**src/rtl/seq_bin2bcd.sv**
```systemverilog
// Sequential binary-to-BCD converter (shift-and-add-3), one operand bit per cycle.
// Optional two's-complement input: magnitude is converted, sign reported on neg.
module seq_bin2bcd #(
   parameter int W = 12,
   parameter int N = 4
) (
   input  logic           clk,
   input  logic           rst,
   input  logic           start,
   input  logic [W-1:0]   bin,
   input  logic           signed_mode,
   output logic           ready,
   output logic           busy,
   output logic           done,
   output logic [4*N-1:0] bcd,
   output logic           neg,
   output logic           ovf
);

   localparam int CW = $clog2(W + 1);

   typedef enum logic {IDLE, SHIFT} state_t;

   state_t         state, state_next;
   logic [CW-1:0]  cnt;
   logic [W-1:0]   mag;
   logic [4*N-1:0] work, work_adj, work_next;
   logic           ovf_acc, ovf_next, sign, last;

   // Add 3 to every digit >= 5 so the following shift carries correctly into the next digit.
   function automatic logic [4*N-1:0] add3(input logic [4*N-1:0] v);
      logic [4*N-1:0] r;
      r = v;
      for (int i = 0; i < N; i++) begin
         if (v[4*i +: 4] >= 4'd5) r[4*i +: 4] = v[4*i +: 4] + 4'd3;
      end
      return r;
   endfunction

   always_comb begin
      work_adj  = add3(work);
      work_next = {work_adj[4*N-2:0], mag[W-1]};
      ovf_next  = ovf_acc | work_adj[4*N-1];
      last      = (cnt == CW'(1));
   end

   always_comb begin
      state_next = state;
      ready      = (state == IDLE);
      busy       = (state == SHIFT);
      case (state)
         IDLE:    if (start) state_next = SHIFT;
         SHIFT:   if (last)  state_next = IDLE;
         default: state_next = IDLE;
      endcase
   end

   always_ff @(posedge clk or posedge rst) begin
      if (rst) state <= IDLE;
      else     state <= state_next;
   end

   always_ff @(posedge clk or posedge rst) begin
      if (rst) begin
         cnt     <= '0;
         mag     <= '0;
         work    <= '0;
         ovf_acc <= 1'b0;
         sign    <= 1'b0;
         bcd     <= '0;
         neg     <= 1'b0;
         ovf     <= 1'b0;
         done    <= 1'b0;
      end else begin
         done <= 1'b0;
         case (state)
            IDLE: begin
               if (start) begin
                  // -2^(W-1) negates to itself, which reads correctly as an unsigned magnitude.
                  mag     <= (signed_mode && bin[W-1]) ? (~bin + W'(1)) : bin;
                  sign    <= signed_mode & bin[W-1];
                  work    <= '0;
                  ovf_acc <= 1'b0;
                  cnt     <= CW'(W);
               end
            end
            SHIFT: begin
               work    <= work_next;
               mag     <= {mag[W-2:0], 1'b0};
               ovf_acc <= ovf_next;
               cnt     <= cnt - CW'(1);
               if (last) begin
                  bcd  <= work_next;
                  neg  <= sign;
                  ovf  <= ovf_next;
                  done <= 1'b1;
               end
            end
            default: ;
         endcase
      end
   end

endmodule

```
**config.mk**
```make
export PLATFORM = sky130hd
export DESIGN_NAME = seq_bin2bcd
export DESIGN_NICKNAME = d
export VERILOG_FILES = /design/src/rtl/seq_bin2bcd.sv
export SDC_FILE = /design/constraint.sdc
export NUM_CORES = 1
export LEC_CHECK = 0
export CAP_MARGIN = 40
export CORE_MARGIN = 2
export CORE_UTILIZATION = 50
export DETAILED_ROUTE_END_ITERATION = 7
export HOLD_SLACK_MARGIN = 0.02
export PLACE_DENSITY = 0.81
export SYNTH_ARGS = -nofsm -noshare
export SYNTH_HDL_FRONTEND = slang
export SYNTH_SLANG_ARGS = --single-unit
```
**constraint.sdc**
```tcl
create_clock -name clk -period 1.8 [get_ports clk]
set_input_delay 0.18 -clock clk [delete_from_list [all_inputs] [get_ports clk]]
set_output_delay 0.18 -clock clk [all_outputs]
set_load 0.005 [all_outputs]
```
==> impl_metrics.csv <==
group,metric,value,unit
timing,setup_violations,0,
critical_path,reg2reg_slack,0.09,ns
synthesis,ys_top_cells_by_area,"dfrtp_1, nand2_1, ha_1",
timing,slew_headroom,0.7308,
timing,worst_clock_skew,0.006874,ns
clock_network,cts_buffer_depth,2,
floorplanning,core,5439,sq um
timing,hold_violations,0,
synthesis,synth-seq-area-share,0.4839,
timing,finalMaxSlewViolations,0,
pwr,total_power,5.228,mW
synthesis,yosys.area.top_type,"dfrtp_1",
finish,drive_gt1_frac,0.1433,
clock_network,tritoncts,"built",
critical_path,crit_path_start_kind,"flip-flop",
finish,post-route-cell-area,3387,sq um
critical_path,cp.arrival,1.53,ns
critical_path,r2r-end,"work[14]",
timing,fin_crit_sh,0.9527,
pwr,p_switching,1.970,mW
clock_network,cts.sinks,54,
critical_path,timing.rr.start,"work[12]",
min_path,hp-class,"in -> async",
route,drt_wl_total,5363,um
finish,nFillCells,466,
floorplanning,start_util,0.5135,
place,io_buffers,36,
global_routing,grt_pass1_vias,2240,
synthesis,synth_cell_types,39,
critical_path,endpoint_kind,"output port",
route,drt-pass1-iter-count,4,
outcome,status,"finished, final reports clean",
pwr,p_leak,1.511,nW
synthesis,yosys.cell_count.top_type,"dfrtp_1",
synthesis,synth_top_area_frac,0.4839,
floorplanning,chipWidth,78.74,um
route,drc,0,
global_routing,antenna_found_initial,0,
timing,timing.final.ws_setup,0.08517,ns
synthesis,syn-num-nets,317,
floorplanning,fp-row-count,27,
pwr,p_seq_frac,0.402,
global_routing,gr-total-overflow,0,
route,drt_first_iter_violations,86,
finish,final_net_count,361,
synthesis,synth_enable_flop_cells,0,
place,dpl.hpwl,3918,um
timing,rsz0062_at_grt,"false",
finish,area_delta_synth_final,21.28,%
floorplanning,die-area,6199,sq um
finish,antenna_cells,0,
place,globalplace.congestion,0.8379,
timing,period_minus_slack,1.715,ns
clock_network,htree_levels,2,
global_routing,grt_max_degree,55,
pwr,swShare,0.3769,
clock_network,clk_latency,0.31,ns
place,place_inst,399,
pwr,p_comb_frac,0.465,
timing,whs,0.2313,ns
route,via_count,2204,
critical_path,reg2reg_depth,6,
route,avgRoutedWirePerCell,13.18,um
synthesis,synth_flop_cell,"dfrtp_1",
pwr,pwr_density_cell,1543,nW/um^2
finish,final_util,0.6227,
synthesis,async_flop_share,1.000,
pwr,peakVddDrop,635.9,uV
place,pre_cts_ws,0.01499,ns
clock_network,cts-root-buf,"clkbuf_8",
synthesis,synth_seq_cells,54,
pwr,clkPwrFrac,0.133,
critical_path,criticalPathCategory,"reg -> out",
finish,instances_no_fill,407,
synthesis,synth_commonest_cells,"dfrtp_1, nand2_1, a21oi_1",
run,cap_violations,0,
synthesis,synthCells,290,
synthesis,mappedNetlistArea,2793,sq um
critical_path,cp.required,1.62,ns
clock_network,cts_setup_buffers,0,
critical_path,worstPathMaxFanout,19,
clock_network,cts_buffers,5,
floorplanning,io_pins,37,
global_routing,grt_first_pass_wirelength,9825,um
clock_network,clkSlewWorstSetupHoldPaths,0.09,ns
route,via_per_inst,5.415,
synthesis,syn_area_per_cell,9.630,sq um
clock_network,cts_hold_buf,0,
global_routing,grt_use_total,0.1974,
place,place_area,3282,sq um
synthesis,yosysWarnings,0,
route,ant_nets,0,
pwr,p_int,3.257,mW
floorplanning,die_h,78.74,um
timing,worstMarginPinSlew,0.3988,ns
clock_network,cts_resized,0,
timing,fmax,583.1,MHz
timing,fin_setup_tns,0,ns
-- worst max-delay path, stage by stage (launching register included) --
cell and delay [ns]:
dfrtp_1 0.40, inv_2 0.07, buf_4 0.22, clkdlybuf4s50_1 0.53
-- logic make-up after synthesis --
family                   after synthesis  synth area share
AO/OA/AOI/OAI                         84            0.1904
XOR/XNOR                              13           0.04077
adder cells (fa/ha/maj)               11           0.04928
buffers and inverters                 32           0.05555
flip-flops                            54            0.4839
multiplexers                           6           0.02330
AND/OR/NAND/NOR                       90            0.1568
-- worst max path at each step --
stage,slack [ns],cells after the start,from,to
floorplan,0.25,6,work[0],work[2]
detailed placement,0.01,7,bin[0],mag[4]
CTS,0.07,3,busy,ready
global placement,0.04,7,bin[0],mag[4]
finish,0.09,3,busy,ready
global route,0.02,3,busy,ready
-- state kept, by name (all words and copies together) (netlist names), 4 cells and up --
register,count
bcd,16
work,16
mag,12
cnt,4
-- area by class of cell --
cell class | count | area (sq um) | area share
Sequential cell | 54 | 1351 | 0.3990
Multi-Input combinational cell | 204 | 1300 | 0.3838
Timing Repair Buffer | 51 | 485.5 | 0.1433
Tap cell | 72 | 90.09 | 0.02660
Clock buffer | 7 | 86.33 | 0.02549
Inverter | 18 | 68.82 | 0.02032
Clock inverter | 1 | 5.005 | 0.001478
-- power groups by stage --
stage	Clock [mW]	Combinational [mW]	Sequential, mW
floorplan	0	1.68	2.04
finish	0.695	2.43	2.10
detailed placement	0	2.42	2.11
CTS	0.718	2.42	2.09
global placement	0	2.32	2.08
global route	0.765	2.77	2.17
-- layer usage --
layer  GRT usage  wire length (um)  vias to the layer above
met3     0.03750               182                        7
met4     0.07193                85                        0
met2      0.3496              2670                       41
met1      0.2393              2424                     1051
met5           0                 0                        -
li1            -                 -                     1105
-- layout by cell type, fill, tap and decap left out, types with 2 or more instances in the layout --
master,n
nor2_1,11
nand2b_1,4
a21oi_2,3
clkdlybuf4s50_1,36
clkbuf_8,6
o21ai_2,13
nor3_1,5
a31oi_1,3
a21oi_1,19
clkinv_2,2
buf_4,14
inv_1,15
o22ai_1,14
xnor2_1,13
mux2i_1,2
o21ai_0,17
nand2_1,45
ha_1,10
nand3_1,4
a311oi_1,2
inv_2,2
nor3b_1,8
a211oi_1,2
and3_1,7
o21ai_1,2
or3_1,2
dfrtp_1,54
mux2_2,4
a21o_1,2
(Power assumes the default switching activity.)
